===== src/rtl/link_sync_supervisor_pkg.sv =====
// Shared definitions for the link bring-up supervisor and the receive
// synchronization block it controls.
package link_sync_supervisor_pkg;

  // State codes are visible on state_dbg, so they are fixed numbers.
  localparam logic [2:0] ST_DISABLED  = 3'd0;
  localparam logic [2:0] ST_POWER_UP  = 3'd1;
  localparam logic [2:0] ST_WAIT_SYNC = 3'd2;
  localparam logic [2:0] ST_QUALIFY   = 3'd3;
  localparam logic [2:0] ST_LINK_UP   = 3'd4;
  localparam logic [2:0] ST_RETRY     = 3'd5;
  localparam logic [2:0] ST_FAILED    = 3'd6;

  localparam logic TRUE  = 1'b1;
  localparam logic FALSE = 1'b0;
  localparam logic OK    = 1'b0;
  localparam logic FAIL  = 1'b1;

  typedef enum logic [2:0] {
    DISABLED  = ST_DISABLED,
    POWER_UP  = ST_POWER_UP,
    WAIT_SYNC = ST_WAIT_SYNC,
    QUALIFY   = ST_QUALIFY,
    LINK_UP   = ST_LINK_UP,
    RETRY     = ST_RETRY,
    FAILED    = ST_FAILED
  } state_t;

  // Retry counter saturates rather than wrapping back to zero.
  function automatic logic [1:0] sat_inc2(input logic [1:0] v);
    return (v == 2'b11) ? v : v + 2'd1;
  endfunction

endpackage


===== src/rtl/link_sync_supervisor_timer.sv =====
// Shared state timer: up-counter with synchronous clear, a terminal match
// against a per-state limit, and an out-of-range flag for recovery.
module link_timer #(
  parameter int CNT_W = 10
) (
  input  logic             Clk,
  input  logic             clr_i,
  input  logic             inc_i,
  input  logic [CNT_W-1:0] limit_i,
  output logic             match_o,
  output logic             over_o
);

  logic [CNT_W-1:0] cnt_q;

  // Count up when asked; hold at all-ones so the counter can never wrap.
  always_ff @(posedge Clk) begin
    if (clr_i) begin
      cnt_q <= '0;
    end else if (inc_i && (cnt_q != '1)) begin
      cnt_q <= cnt_q + CNT_W'(1);
    end
  end

  assign match_o = (cnt_q == limit_i);
  assign over_o  = (cnt_q > limit_i);

endmodule


===== src/rtl/link_sync_supervisor.sv =====
// Link bring-up supervisor: powers up the receive synchronization block,
// waits for code sync, qualifies it over a window, retries on timeout and
// latches a failure once retries are exhausted.
//
// state     | meaning
// ----------+-----------------------------------------------------------
// DISABLED  | link disabled, sync block held in power_on
// POWER_UP  | power_on held for POWER_ON_CYCLES
// WAIT_SYNC | waiting for code_sync_status, bounded by SYNC_TIMEOUT
// QUALIFY   | code_sync_status must stay high LINK_TIMER samples
// LINK_UP   | link qualified and in sync
// RETRY     | one-cycle sync_reset pulse, retry_cnt bumped
// FAILED    | retries exhausted, sticky until enable drops or reset
module link_sync_supervisor
  import link_sync_supervisor_pkg::*;
#(
  parameter int POWER_ON_CYCLES = 4,
  parameter int SYNC_TIMEOUT    = 1000,
  parameter int LINK_TIMER      = 16,
  parameter int MAX_RETRIES     = 3,
  parameter int CNT_W           = 10
) (
  input  logic       Clk,
  input  logic       mr_main_reset,
  input  logic       enable,
  input  logic       code_sync_status,
  output logic       power_on,
  output logic       sync_reset,
  output logic       link_up,
  output logic       link_fail,
  output logic [1:0] retry_cnt,
  output logic [2:0] state_dbg
);

  localparam logic [CNT_W-1:0] LIM_PWR  = CNT_W'(POWER_ON_CYCLES - 1);
  localparam logic [CNT_W-1:0] LIM_SYNC = CNT_W'(SYNC_TIMEOUT - 1);
  localparam logic [CNT_W-1:0] LIM_LINK = CNT_W'(LINK_TIMER - 1);
  localparam logic [1:0]       MAX_R    = 2'(MAX_RETRIES);

  state_t           state_q, state_d;
  logic             power_on_q, sync_reset_q, link_up_q, link_fail_q;
  logic [1:0]       retry_cnt_q;
  logic [CNT_W-1:0] tmr_limit;
  logic             tmr_clr, tmr_inc, tmr_match, tmr_over;

  // Timer limit and count enable depend only on the current state; in
  // QUALIFY the timer counts only samples with sync status high.
  always_comb begin
    tmr_limit = '0;
    tmr_inc   = FALSE;
    case (state_q)
      POWER_UP: begin
        tmr_limit = LIM_PWR;
        tmr_inc   = TRUE;
      end
      WAIT_SYNC: begin
        tmr_limit = LIM_SYNC;
        tmr_inc   = TRUE;
      end
      QUALIFY: begin
        tmr_limit = LIM_LINK;
        tmr_inc   = code_sync_status;
      end
      default: begin
        tmr_limit = '0;
        tmr_inc   = FALSE;
      end
    endcase
  end

  // Next-state decision: enable low, then a corrupted timer, then local arcs.
  always_comb begin
    state_d = state_q;
    if (!enable) begin
      state_d = DISABLED;
    end else if (tmr_over) begin
      state_d = DISABLED;
    end else begin
      case (state_q)
        DISABLED:  state_d = POWER_UP;
        POWER_UP:  if (tmr_match) state_d = WAIT_SYNC;
        WAIT_SYNC: begin
          if (code_sync_status) begin
            state_d = QUALIFY;
          end else if (tmr_match) begin
            state_d = (retry_cnt_q == MAX_R) ? FAILED : RETRY;
          end
        end
        RETRY:     state_d = WAIT_SYNC;
        QUALIFY: begin
          if (!code_sync_status) begin
            state_d = WAIT_SYNC;
          end else if (tmr_match) begin
            state_d = LINK_UP;
          end
        end
        LINK_UP:   if (!code_sync_status) state_d = WAIT_SYNC;
        FAILED:    state_d = FAILED;
        default:   state_d = DISABLED;
      endcase
    end
  end

  // Timer restarts on every state change so each state sees a fresh count.
  assign tmr_clr = mr_main_reset || (state_d != state_q);

  link_timer #(
    .CNT_W (CNT_W)
  ) u_timer (
    .Clk     (Clk),
    .clr_i   (tmr_clr),
    .inc_i   (tmr_inc),
    .limit_i (tmr_limit),
    .match_o (tmr_match),
    .over_o  (tmr_over)
  );

  // State register plus outputs decoded from the next state, so each
  // output is already correct in the first cycle of its state.
  always_ff @(posedge Clk) begin
    if (mr_main_reset) begin
      state_q      <= DISABLED;
      power_on_q   <= TRUE;
      sync_reset_q <= FALSE;
      link_up_q    <= FALSE;
      link_fail_q  <= OK;
      retry_cnt_q  <= 2'd0;
    end else begin
      state_q      <= state_d;
      power_on_q   <= (state_d == DISABLED) || (state_d == POWER_UP);
      sync_reset_q <= (state_d == RETRY);
      link_up_q    <= (state_d == LINK_UP);
      link_fail_q  <= (state_d == FAILED) ? FAIL : OK;
      case (state_d)
        DISABLED, LINK_UP: retry_cnt_q <= 2'd0;
        RETRY:             retry_cnt_q <= sat_inc2(retry_cnt_q);
        default:           retry_cnt_q <= retry_cnt_q;
      endcase
    end
  end

  assign power_on   = power_on_q;
  assign sync_reset = sync_reset_q;
  assign link_up    = link_up_q;
  assign link_fail  = link_fail_q;
  assign retry_cnt  = retry_cnt_q;
  assign state_dbg  = state_q;

endmodule


===== config.mk =====
export PLATFORM = sky130hd
export DESIGN_NAME = link_sync_supervisor
export DESIGN_NICKNAME = d
export VERILOG_FILES = /design/src/rtl/link_sync_supervisor_pkg.sv /design/src/rtl/link_sync_supervisor_timer.sv /design/src/rtl/link_sync_supervisor.sv
export SDC_FILE = /design/constraint.sdc
export NUM_CORES = 1
export LEC_CHECK = 0
export CAP_MARGIN = 20
export CORE_MARGIN = 2
export CORE_UTILIZATION = 45
export CTS_BUF_LIST = sky130_fd_sc_hd__clkbuf_8 sky130_fd_sc_hd__clkbuf_16
export DETAILED_ROUTE_END_ITERATION = 6
export GPL_ROUTABILITY_DRIVEN = 0
export PLACE_DENSITY = 0.67
export RECOVER_POWER = 50
export SYNTH_ARGS = -nofsm -noshare
export SYNTH_HDL_FRONTEND = slang
export SYNTH_SLANG_ARGS = --single-unit

===== constraint.sdc =====
create_clock -name Clk -period 2.6 [get_ports Clk]
set_clock_uncertainty 0.05 [all_clocks]
set_input_delay 0.39 -clock Clk [delete_from_list [all_inputs] [get_ports Clk]]
set_output_delay 0.39 -clock Clk [all_outputs]
set_load 0.02 [all_outputs]

==> results of run 1 <==
Yosys cell counts, types with 3 or more instances:
library cell   n
nor4_1         3
xor2_1         5
nor3_1        14
xnor2_1        4
nor2_1         5
nand2_1        8
dfxtp_1       19
o21ai_0        4
inv_1          3
nand3_1        7
a21oi_1        6
ha_1          11
cells by family (layout without fill, tap and decap cells):
| kind of cell | count (synthesis) | count (layout) | share of synthesized area, % |
|---|---|---|---|
| simple gates | 62 | 62 | 33.4 |
| mux | 1 | 1 | 0.731 |
| flops | 19 | 19 | 27.8 |
| xor+xnor | 10 | 11 | 7.77 |
| buf+inv | 6 | 50 | 2.93 |
| compound gates | 26 | 27 | 17.4 |
| fa+ha+maj | 11 | 11 | 10.1 |
metal layers:
metal | global-route usage, % | wire (um)
met3 | 0.655 | 67
met4 | 10.1 | 63
met2 | 32.4 | 1790
met5 | 0 | 0
met1 | 32.0 | 1690
worst min-delay path, delay by kind of cell, from the launching register on:
kind | cells | cell delay [ns]
AOI/OAI and AO/OA | 2 | 0.13
DFF | 1 | 0.33
repair_timing:
item | CTS | global route
endpoints found under the setup margin | 17 | 18
cloned | 1 | 1
buffers inserted | 4 | 2
gates resized for setup | 5 | 12
pin swaps | 10 | 11
power breakdown:
part,internal [uW],total (uW),switching (uW)
sequential,308,329,21.0
combinational,449,998,548
clock,105,201,96.2
cell type report:
type	count	area, sq um
Timing Repair Buffer	42	345
Inverter	4	17.5
Clock buffer	3	41.3
Multi-Input combinational cell	112	1130
Clock inverter	1	3.75
Tap cell	33	41.3
Fill cell	238	1010
Sequential cell	19	387
cells in the final DEF (no fill, tap or decap), drive strengths merged, types with 3 or more instances in the layout:
cell type and n:
a21oi 6, buf 30, o21ai 6, dlygate4sd3 5
nand4 4, xor2 5, ha 11, dfxtp 19
nor4 4, clkbuf 3, nor2 7, clkdlybuf4s50 7
xnor2 6, nand3 7, inv 5, nand2 8
nor3 15
sequential cells by signal, indices dropped and copies added, names as in the netlist:
signal,flops
link_fail,1
retry_cnt,2
u_timer.cnt_q,10
link_up,1
state_dbg,3
sync_reset,1
power_on,1
how the worst min path moves through the flow:
stage | start | to | slack, ns | cells after the start
2_1_floorplan | mr_main_reset | retry_cnt[0] | 0.41 | 1
3_3_place_gp | retry_cnt[1] | retry_cnt[1] | 0.43 | 2
3_5_place_dp | retry_cnt[1] | retry_cnt[1] | 0.45 | 2
4_1_cts | retry_cnt[1] | retry_cnt[1] | 0.46 | 2
5_1_grt | retry_cnt[1] | retry_cnt[1] | 0.51 | 2
6_report | retry_cnt[1] | retry_cnt[1] | 0.46 | 2
stage by stage:
| step | instances | utilization, % | worst slack, ns | total power [uW] |
|---|---|---|---|---|
| detailed placement | 202 | 59.1 | -0.131 | 1160 |
| global route | 214 | 66.2 | -0.216 | 1620 |
| global placement | 202 | 59.1 | -0.0874 | 1160 |
| CTS | 211 | 62.9 | -0.0608 | 1400 |
| finish | 214 | 66.2 | -0.0986 | 1530 |
| floorplan | 135 | - | -0.150 | 924 |
==> impl_metrics.csv, run 1 <==
group,metric,value,unit
status,status,"complete, but fails checks",
status,violations,"setup timing",
synthesis,ys_top_cells_by_area,"dfxtp_1, ha_1, nor3_1, xor2_1, nand4_4",
synthesis,async_flop_share,0,%
grt,gr-usage-all-layers,21.6,%
clocking,cts_sinks,19,
clocking,htreeDepth,1,
synthesis,ys_ff_latch,19,
clocking,cts_buffers,3,
drt,finalWirelength,3610,um
setup_path,critPathMaxStageDelay,0.40,ns
placement,postPlaceCellArea,1760,sq um
clocking,clk_path_buf_depth,2,
sta,fin_crit,2.70,ns
cells_and_area,fin_area,1970,sq um
worst_hold_path,min_path_type,"register to register",
synthesis,ys_seq_area_share,27.8,%
cells_and_area,drive_gt1_share,41.4,%
setup_path,worstPathRequired,2.68,ns
setup_path,path_depth,11,
drt,drt-pass1-iter-count,4,
clocking,ctsHoldBuffers,0,
synthesis,synthCells,135,
setup_path,r2r_start,"state_dbg[2]",
floorplanning,rows,20,
drt,postRouteAntennaNets,0,
floorplanning,core_area,2980,sq um
sta,rsz0062_at_grt,"true",
setup_path,path_cells,"inv_2 > buf_4 > buf_4 > nand3_1 > ha_4 > nand4b_4 > o31a_1 > a22o_1 > or3_4 > xnor2_4 > nor3_1",
sta,fin_tns_setup,-0.799,ns
cells_and_area,antenna_cells,0,
placement,port_buffers,12,
drt,drtIter0Drc,68,
drt,vias,1227,
flow_run,cap_viol_max_count,0,
clocking,tritoncts,"yes",
drt,routed_via_density,5.73,
setup_path,worst_path_max_delay_cell,"or3_4",
power,p_per_area,775,nW/um^2
sta,setup_violations,12,
clocking,cts_root_buf,"clkbuf_8",
floorplanning,die_area,3500,sq um
setup_path,crit_path_end_kind,"register",
setup_path,startpoint,"state_dbg[2]",
grt,grt_max_degree,11,
grt,grt_pass1_vias,1159,
grt,antenna_found_initial,0,
floorplanning,dieWidth,59.2,um
sta,hold_viol,0,
setup_path,cp_common_cell,"buf_4",
cells_and_area,area_delta_synth_final,44.0,%
setup_path,crit_family,"simple AND/OR/NAND/NOR gates",
sta,slew_headroom,66.7,%
setup_path,arrival,2.78,ns
placement,dp_hpwl,2480,um
grt,overflow,0,
setup_path,reg2reg_slack,-0.1,ns
sta,whs,0.458,ns
setup_path,r2r-end,"u_timer.cnt_q[5]",
sta,max_freq,0.371,GHz
sta,tightest_slew,0.495,ns
sta,setup_ws,-0.0986,ns
drt,drc,0,
synthesis,yosysWarnings,0,
synthesis,synth_nets,150,
power,ir_drop,0.429,mV
sta,slew_violations,0,
floorplanning,die_h,59.2,um
setup_path,r2r_cells,11,
floorplanning,initial_core_util,46.0,%
setup_path,cp_max_fo,5,
synthesis,syn_area_per_cell,10.1,sq um
synthesis,syn_area,1370,sq um
synthesis,synth_top_cell_by_area,"dfxtp_1",
power,p_leak,0.000743,uW
setup_path,cp-endpoint,"u_timer.cnt_q[5]",
clocking,clk_pin_slew_worst_paths,0.07,ns
synthesis,synth_edf_count,0,
synthesis,yosys_most_used_dff,"dfxtp_1",
setup_path,path_buf_inv,3,
setup_path,critPathLaunchType,"register",
grt,grt_pass1_wl,5700,um
clocking,clkLatencyLatePin,0.26,ns
synthesis,synth.lib_cells_used.distinct,50,
sta,fin_crit_sh,104,%
cells_and_area,fin_nets,197,
floorplanning,ios,13,
setup_path,path_class,"register to register",
drt,wl_per_cell,16.9,um
synthesis,synth_top_cell_area_share,27.8,%
Power figures use the tool's default switching activity.
==> run 2: changes to the inputs <==
--- a/config.mk
+++ b/config.mk
@@ -11,7 +11,7 @@
 export CTS_BUF_LIST = sky130_fd_sc_hd__clkbuf_8 sky130_fd_sc_hd__clkbuf_16
 export DETAILED_ROUTE_END_ITERATION = 6
 export GPL_ROUTABILITY_DRIVEN = 0
-export PLACE_DENSITY = 0.67
+export PLACE_DENSITY = 0.64
 export RECOVER_POWER = 50
 export SYNTH_ARGS = -nofsm -noshare
 export SYNTH_HDL_FRONTEND = slang
==> constraint.sdc (replaced) <==
create_clock -name Clk -period 3.3 [get_ports Clk]
set_clock_uncertainty 0.05 [all_clocks]
set_input_delay 0.495 -clock Clk [delete_from_list [all_inputs] [get_ports Clk]]
set_output_delay 0.495 -clock Clk [all_outputs]
set_load 0.02 [all_outputs]
==> run 2 against run 1 <==
Net effect:
- the run now ends clean
- worst setup slack better by 0.38 ns
- non-clock buffer count down 26
- final cell count down 13%
- global-route usage down 1.7 points
- maximum frequency down 11%
- flip-flop and latch count unchanged
- critical path depth down 3
- wire length down 17%
- combinational power down 45%
- first-iteration DRC count down 13%
- cell area down 20%
- largest cell class unchanged
- largest power group unchanged
==> impl_metrics.csv, run 2 (synthesis gave the netlist of run 1 again) <==
group,metric,value,unit
clocking,cts_sinks,19,
setup_path,crit_path_end_kind,"register",
cells_and_area,ff_latch_area,380,sq um
grt,grt_max_degree,13,
setup_path,critPathMaxStageDelay,0.43,ns
power,ir_drop,0.311,mV
cells_and_area,fin_area,1580,sq um
setup_path,r2r_start,"state_dbg[0]",
clocking,clk_path_buf_depth,2,
drt,drtIter0Drc,59,
drt,wl_per_cell,16.0,um
floorplanning,die_h,59.2,um
sta,fin_tns_setup,0,ns
clocking,clkLatencyLatePin,0.26,ns
cells_and_area,largest_reg_flops,10,
clocking,postCtsResizedCells,0,
clocking,clk_pin_slew_worst_paths,0.07,ns
cells_and_area,regMostFlops,"u_timer.cnt_q",
drt,wl_met3,78,um
drt,drt-pass1-iter-count,3,
worst_hold_path,hold_depth,2,
worst_hold_path,min_delay_worst_endpoint,"retry_cnt[1]",
cells_and_area,multi_input_area,940,sq um
power,p_per_area,623,nW/um^2
sta,slew_headroom,63.3,%
drt,routed_via_density,5.89,
placement,port_buffers,12,
setup_path,crit_family,"simple AND/OR/NAND/NOR gates",
sta,fin_crit,3.02,ns
floorplanning,core_area,2980,sq um
cells_and_area,antenna_cells,0,
clocking,tritoncts,"yes",
floorplanning,initial_core_util,46.0,%
power,p_comb_share,56.1,%
drt,vias,1095,
setup_path,worstPathRequired,3.38,ns
drt,wl_met2,1520,um
setup_path,r2r-end,"u_timer.cnt_q[6]",
floorplanning,ios,13,
drt,postRouteAntennaNets,0,
cells_and_area,area_delta_synth_final,15.1,%
setup_path,worst_path_max_delay_cell,"or3_1",
sta,tightest_slew,0.545,ns
setup_path,r2r_cells,8,
grt,gr-usage-all-layers,19.9,%
placement,postPlaceCellArea,1540,sq um
grt,grt_pass1_vias,1048,
cells_and_area,final_common_cell,"dfxtp_1",
setup_path,path_buf_inv,0,
clocking,htreeDepth,1,
sta,rsz0062_at_grt,"false",
placement,dp_hpwl,2360,um
power,switching_share,44.2,%
clocking,cts_root_buf,"clkbuf_8",
sta,hold_viol,0,
clocking,ctsHoldBuffers,0,
setup_path,arrival,3.10,ns
setup_path,reg2reg_slack,0.28,ns
worst_hold_path,hold_start,"retry_cnt[1]",
floorplanning,die_area,3500,sq um
flow_run,cap_viol_max_count,0,
drt,wl_met1,1330,um
drt,routed.top_layer,"met4",
grt,overflow,0,
power,pwr-share-clk,17.0,%
drt,finalWirelength,2980,um
drt,drc,0,
setup_path,path_class,"register to register",
grt,grt_pass1_wl,5110,um
setup_path,path_cells,"or2_2 > ha_1 > nand4_4 > o31a_1 > a22o_1 > or3_1 > xnor2_4 > nor3_1",
clocking,cts_buffers,3,
power,p_leak,0.000592,uW
cells_and_area,fin_nets,169,
sta,setup_violations,0,
power,intPower,548,uW
floorplanning,dieWidth,59.2,um
sta,fin_crit_sh,91.4,%
grt,antenna_found_initial,0,
setup_path,cp_max_fo,10,
cells_and_area,drive_gt1_share,17.0,%
floorplanning,rows,20,
cells_and_area,nFillCells,272,
setup_path,critPathLaunchType,"register",
sta,slew_violations,0,
sta,max_freq,0.332,GHz
clocking,cts_setup_buffers,0,
power,seq_power_share,26.9,%
cells_and_area,final_cell_mix,"dfxtp_1, nor3_1, ha_1",
worst_hold_path,min_path_type,"register to register",
power,p_sw,434,uW
power,p_total,982,uW
sta,whs,0.456,ns
status,status,"finished, final reports clean",
==> run 2: cell count changes in the layout (fill, tap and decap cells not counted), moves of 2 or more <==
cell,previous run,this run
buf_4,30,4
clkdlybuf4s50_1,7,3
dfxtp_1,16,19
dfxtp_2,2,0
dlygate4sd3_1,5,9
ha_1,5,11
ha_4,6,0
nor3_1,11,14
nor3_2,3,0
nor4_1,1,3
o21ai_0,3,5
o21ai_2,3,0
==> run 2: worst max-delay path by stage <==
stage / start / endpoint / slack [ns] / cells past startpoint
6_report: state_dbg[0] / u_timer.cnt_q[6] / 0.28 / 8
2_1_floorplan: state_dbg[1] / u_timer.cnt_q[0] / 0.33 / 10
3_5_place_dp: state_dbg[2] / u_timer.cnt_q[6] / 0.37 / 10
5_1_grt: state_dbg[2] / u_timer.cnt_q[7] / 0.12 / 10
3_3_place_gp: state_dbg[0] / u_timer.cnt_q[6] / 0.44 / 8
4_1_cts: state_dbg[2] / u_timer.cnt_q[6] / 0.34 / 10
==> run 2: layout make-up <==
type / count / area share (%)
inverters: 4 / 1.11
clock buffers: 3 / 2.62
clock inverters: 1 / 0.318
flip-flops and latches: 19 / 24.1
repair buffers: 16 / 9.53
well taps: 33 / 2.62
multi-input cells: 110 / 59.7
==> run 2: metal layers <==
metal / up-vias / global-route usage [%]
li1: 548 / -
met4: 0 / 9.42
met5: - / 0
met3: 4 / 4.80
met1: 530 / 24.6
met2: 13 / 32.4
==> run 2: metrics by stage <==
step / util (%) / worst slack [ns] / std cells
floorplan: - / 0.326 / 135
global placement: 51.6 / 0.436 / 182
detailed placement: 51.6 / 0.372 / 182
CTS: 53.2 / 0.342 / 186
global route: 52.9 / 0.123 / 186
finish: 52.9 / 0.284 / 186
==> run 2: power by group through the flow <==
stage	registers, uW	clock network [uW]	logic, uW
2_1_floorplan	269	0	450
3_3_place_gp	268	0	551
3_5_place_dp	269	0	557
4_1_cts	264	173	557
5_1_grt	265	181	593
6_report	264	167	551
==> run 2: worst reg2reg max path, stage by stage, from the launching register on <==
cell     delay, ns
dfxtp_1       0.41
or2_2         0.39
ha_1          0.37
nand4_4       0.22
o31a_1        0.36
a22o_1        0.24
or3_1         0.43
xnor2_4       0.33
nor3_1        0.09
==> run 3: changes to the inputs <==
==> constraint.sdc (replaced) <==
create_clock -name Clk -period 3.76 [get_ports Clk]
set_clock_uncertainty 0.05 [all_clocks]
set_input_delay 0.564 -clock Clk [delete_from_list [all_inputs] [get_ports Clk]]
set_output_delay 0.564 -clock Clk [all_outputs]
set_load 0.02 [all_outputs]
==> run 3 against run 2 <==
Net effect:
- maximum frequency down 6.7%
- worst hold slack improved by 0.0074 ns
- first-iteration DRC count down 53%
- combinational power is 18% lower
- cell area is 2.2% lower
- wire length shrank 3.7%
- worst setup slack better by 0.24 ns
- sequential share of layout area grew 0.55 points
- final cell count fell by 1.6%
- non-clock buffer count down 3
- clock power is 16% lower
- largest power group unchanged
==> impl_metrics.csv, run 3 (synthesis gave the netlist of run 1 again) <==
group,metric,value,unit
status,status,"finished, final reports clean",
grt,grt_pass1_wl,4840,um
floorplanning,ios,13,
sta,setup_violations,0,
drt,wl_per_cell,15.7,um
cells_and_area,largest_reg_flops,10,
placement,port_buffers,12,
setup_path,crit_family,"simple AND/OR/NAND/NOR gates",
drt,drc,0,
floorplanning,rows,20,
clocking,htreeDepth,1,
setup_path,reg2reg_slack,0.53,ns
setup_path,path_cells,"inv_1 > nand2_1 > or2_2 > ha_1 > nand4_4 > or4_1 > o21ai_2 > nor4b_1 > nand2_1 > nor2_1",
clocking,cts_sinks,19,
clocking,cts_setup_buffers,0,
placement,pre_cts_slack,0.677,ns
cells_and_area,nFillCells,265,
sta,setup_ws,0.526,ns
grt,gr-usage-all-layers,18.5,%
clocking,clk_pin_slew_worst_paths,0.07,ns
setup_path,r2r_start,"state_dbg[2]",
sta,rsz0062_at_grt,"false",
drt,postRouteAntennaNets,0,
setup_path,arrival,3.37,ns
setup_path,path_class,"register to register",
setup_path,startpoint,"state_dbg[2]",
cells_and_area,drive_gt1_share,14.7,%
sta,tightest_slew,0.789,ns
cells_and_area,instances_no_fill,183,
power,p_total,830,uW
grt,overflow,0,
setup_path,critPathMaxStageDelay,0.62,ns
sta,slew_headroom,46.8,%
floorplanning,core_area,2980,sq um
grt,grt_max_degree,14,
placement,placed_cells,179,
setup_path,cp_common_cell,"nand2_1",
drt,finalWirelength,2870,um
clocking,cts_root_buf,"clkbuf_8",
setup_path,path_buf_inv,1,
setup_path,cp_max_fo,9,
drt,vias,1085,
cells_and_area,final_cell_mix,"dfxtp_1, nor3_1, ha_1",
grt,antenna_found_initial,0,
setup_path,critPathLaunchType,"register",
setup_path,worstPathRequired,3.90,ns
floorplanning,die_h,59.2,um
sta,slew_violations,0,
clocking,cts_buffers,3,
cells_and_area,final_common_cell,"dfxtp_1",
floorplanning,initial_core_util,46.0,%
clocking,clk_path_buf_depth,2,
cells_and_area,antenna_cells,0,
flow_run,cap_viol_max_count,0,
drt,drtIter0Drc,28,
setup_path,worst_path_max_delay_cell,"nor4b_1",
power,p_leak,0.000578,uW
worst_hold_path,hold_start,"retry_cnt[0]",
power,p_per_area,539,nW/um^2
setup_path,crit_path_end_kind,"register",
sta,fin_crit,3.23,ns
cells_and_area,area_delta_synth_final,12.5,%
floorplanning,dieWidth,59.2,um
clocking,tritoncts,"yes",
placement,dp_hpwl,2190,um
clocking,ctsHoldBuffers,0,
clocking,postCtsResizedCells,0,
power,ir_drop,0.289,mV
worst_hold_path,min_path_type,"register to register",
sta,max_freq,0.309,GHz
drt,drt-pass1-iter-count,4,
sta,fin_crit_sh,86.0,%
cells_and_area,regMostFlops,"u_timer.cnt_q",
sta,fin_tns_setup,0,ns
grt,grt_pass1_vias,1046,
floorplanning,die_area,3500,sq um
clocking,clkLatencyLatePin,0.25,ns
drt,routed_via_density,5.93,
sta,hold_viol,0,
cells_and_area,fin_nets,166,
[run 3: cell count changes in the layout (fill, tap and decap cells not counted)]
cell / before / now
nor4b_4: 1 / 0
clkinv_2: 1 / 0
buf_4: 4 / 1
o21ai_2: 0 / 1
inv_1: 3 / 4
nor4b_1: 0 / 1
o21ai_0: 5 / 4
[run 3: area by class of cell]
| class | count | area (sq um) | area share, % |
|---|---|---|---|
| well taps | 33 | 41.3 | 2.68 |
| repair buffers | 13 | 128 | 8.29 |
| clock inverters | 1 | 3.75 | 0.244 |
| flip-flops and latches | 19 | 380 | 24.7 |
| clock buffers | 3 | 41.3 | 2.68 |
| inverters | 4 | 17.5 | 1.14 |
| multi-input cells | 110 | 928 | 60.3 |
[run 3: layer usage]
metal / vias to the layer above / part of all wire, % / wire (um) / global-route usage (%)
li1: 544 / - / - / -
met1: 513 / 45 / 1290 / 21.4
met2: 26 / 51 / 1470 / 32.1
met3: 2 / 3.3 / 94 / 5.24
met4: 0 / 0.66 / 19 / 7.14
met5: - / 0 / 0 / 0
[run 3: worst paths after layout]
path | to | depth (start not counted)
min | retry_cnt[0] | 2
max reg2reg | link_fail | 10
min reg2reg | retry_cnt[0] | 2
max | link_fail | 10
[run 3: per-stage QoR]
stage / hold slack, ns / cell area, sq um / utilization [%]
after detailed placement: 0.457 / 1520 / 50.9
after floorplan: 0.490 / 1370 / -
after CTS: 0.470 / 1560 / 52.4
after global placement: 0.444 / 1520 / 50.9
after global routing: 0.516 / 1540 / 51.7
final: 0.464 / 1540 / 51.7
[run 3: where the power goes]
group	leakage [uW]	switching (uW)	total, uW	internal, uW
registers	0.000153	27.2	239	212
logic	0.000397	269	450	181
clock network	0.0000269	68.3	141	72.6
[run 3: worst min-delay path: stages (launching register included)]
cell     delay, ns
dfxtp_1       0.34
o21ai_0       0.08
a21oi_1       0.06
==> variant (settings of run 3) <==
`CNT_W` is set to 10 in 2 places; all go to 20.
--- a/src/rtl/link_sync_supervisor_timer.sv
+++ b/src/rtl/link_sync_supervisor_timer.sv
@@ -2,5 +2,5 @@
 // against a per-state limit, and an out-of-range flag for recovery.
 module link_timer #(
-  parameter int CNT_W = 10
+  parameter int CNT_W = 20
 ) (
   input  logic             Clk,
--- a/src/rtl/link_sync_supervisor.sv
+++ b/src/rtl/link_sync_supervisor.sv
@@ -19,5 +19,5 @@
   parameter int LINK_TIMER      = 16,
   parameter int MAX_RETRIES     = 3,
-  parameter int CNT_W           = 10
+  parameter int CNT_W           = 20
 ) (
   input  logic       Clk,
Check against the original RTL: no difference found for any inputs over 10 cycles, from zero or initial values and one cycle with mr_main_reset high; that may be too few to reach the edited logic, so the function may still have changed.
==> variant against run 3 <==
Critical path type unchanged; utilization increased by 0.98 points; sequential power increased by 41%; setup slack got worse by 0.086 ns; cell area increased by 37%; synthesized area increased by 37%; wire length increased by 43%; sequential cell count increased by 10; first-iteration DRC count increased to 6.7 times the old value; power increased by 49%; synthesized cell count increased by 49%; global-route usage increased by 0.98 points; maximum frequency decreased by 2.6%; highest routed layer unchanged.
==> variant: results (changes against run 3) <==
[run_status] status finished, final reports clean
[clocking] Skew-Pair Late Insertion Delay 0.27 ns [+0.02 ns]
[critical_path] peak per-stage delay on the critical path 0.53 ns [-0.09 ns]
[grt] maximum number of pins on one net before global-route repair 21 [+7]
[grt] wire length of the first global-routing pass 6820 um [+41%]
[finish] Most flops, register u_timer.cnt_q
[finish] nets 232 [+40%]
[finish] count of antenna diodes in the layout 0 [unchanged]
[power] cell leakage power 0.762 nW [+32%]
[critical_path] origin of the critical flop-to-flop path state_dbg[1]
[synthesis] Async S/R FF share, synth 0% [unchanged]
[grt] via count of the first global-routing pass 1557 [+49%]
[grt] Tot GR Track Use 19.5% [+0.98 points]
[drt] number of violations reported at the end of detailed-routing iteration 0 188 [+570%]
[finish] number of flip-flops under the largest register name 20 [+10]
[clocking] H-tree depth 2 [+1]
[critical_path] CP arrival 3.41 ns [+0.04 ns]
[drt] mean number of vias per cell 6.01 [+1.4%]
[critical_path] worst flop-to-flop path endpoint u_timer.cnt_q[11]
[synthesis] proportion of synthesized chip area in sequential cells 31.0% [+3.2 points]
[synthesis] cell types occupying the most area after synthesis dfxtp_1 31%, nor3_2 11%, ha_1 7.3%
[finish] share of cells above drive strength 1 18.8% [+4.1 points]
[synthesis] Unique masters post-synth 45 [-10%]
[timing] slew at the pin with the worst max-slew slack 0.802 ns [+0.0128 ns]
[drt] total iterations of the first detailed-routing run 5 [+1]
[critical_path] R2R Setup Slk 0.44 ns [-0.09 ns]
[power] maximum ir drop on the vdd rail 0.000229 V [-21%]
[clocking] number of buffers inserted by post-CTS setup repair 0 [unchanged]
[grt] antenna violations before repair 0 [unchanged]
[worst_hold_path] worst hold path class reg -> reg
[critical_path] cell with the largest stage delay on the worst path dfxtp_1
[synthesis] Mapped Nets 216 [+44%]
[place] dpl hpwl 3040 um [+39%]
[clocking] TritonCTS Buffers 5 [+2]
[drt] routed length per placed instance 15.4 um [-2.1%]
[critical_path] maximum fanout along the worst path 20 [+11]
[synthesis] cell types with the highest counts after synthesis 29 x dfxtp_1, 20 x nor3_2, 14 x nand2_1, 14 x nand3_1
[variant: cell count changes after synthesis, moves of 3 or more]
cell            run 3  this run
and4_1              2         6
nand3_1             7        14
nand2_1             8        14
o21ai_0             4         7
xor2_1              5        11
and2_1              0         3
a31oi_1             0         6
buf_2               0         3
nor3_2              0        20
inv_1               3        10
nand4_1             2        10
dfxtp_1            19        29
nor3_1             14         4
[variant: worst max-delay path: cells and delay by family (launching register included)]
kind	cells	cell delay (ns)
AO/OA/AOI/OAI	3	0.66
adder cells (fa/ha/maj)	1	0.39
buffers and inverters	1	0.49
flip-flops	1	0.53
AND/OR/NAND/NOR	5	1.06
[variant: stage by stage]
step / setup slack (ns) / cell area, um2 / std cells / utilization, % / power [mW]
2_1_floorplan: 0.865 / 1870 / 201 / - / 0.888
3_3_place_gp: 0.594 / 2040 / 260 / 51.0 / 1.01
3_5_place_dp: 0.547 / 2040 / 260 / 51.0 / 1.02
4_1_cts: 0.535 / 2120 / 268 / 53.1 / 1.27
5_1_grt: 0.161 / 2110 / 268 / 52.7 / 1.33
6_report: 0.440 / 2110 / 268 / 52.7 / 1.24
[variant: logic make-up after synthesis]
| kind of cell | count (synthesis) | synth area share (%) |
|---|---|---|
| adder cells (fa/ha/maj) | 11 | 7.35 |
| multiplexers | 2 | 1.07 |
| XOR/XNOR | 14 | 6.55 |
| AND/OR/NAND/NOR | 92 | 34.9 |
| AO/OA/AOI/OAI | 37 | 15.0 |
| flip-flops | 29 | 31.0 |
| buffers and inverters | 16 | 4.21 |
[variant: cell type report]
class | count | area [um2]
fill | 364 | 1890
multi-input combinational | 156 | 1200
sequential | 29 | 581
timing repair buffer | 15 | 140
clock buffer | 5 | 68.8
tap | 50 | 62.6
inverter | 10 | 37.5
clock inverter | 3 | 13.8
[variant: power by group]
group          total (mW)  switching [mW]  internal, mW
logic               0.663           0.437         0.226
registers           0.338          0.0173         0.321
clock network       0.239           0.114         0.125
total                1.24           0.568         0.672
[variant: worst min-delay path by stage]
stage	startpoint	endpoint	slack, ns	depth (start not counted)
2_1_floorplan	u_timer.cnt_q[11]	u_timer.cnt_q[11]	0.49	2
3_3_place_gp	retry_cnt[1]	retry_cnt[1]	0.42	2
5_1_grt	retry_cnt[1]	retry_cnt[1]	0.48	2
4_1_cts	retry_cnt[1]	retry_cnt[1]	0.45	2
6_report	retry_cnt[1]	retry_cnt[1]	0.45	2
3_5_place_dp	retry_cnt[1]	retry_cnt[1]	0.45	2
[variant: metal layers]
metal	GRT usage [%]	routed length [um]
met5	0	0
met4	8.25	81
met3	5.03	229
met2	32.6	1980
met1	23.5	1830
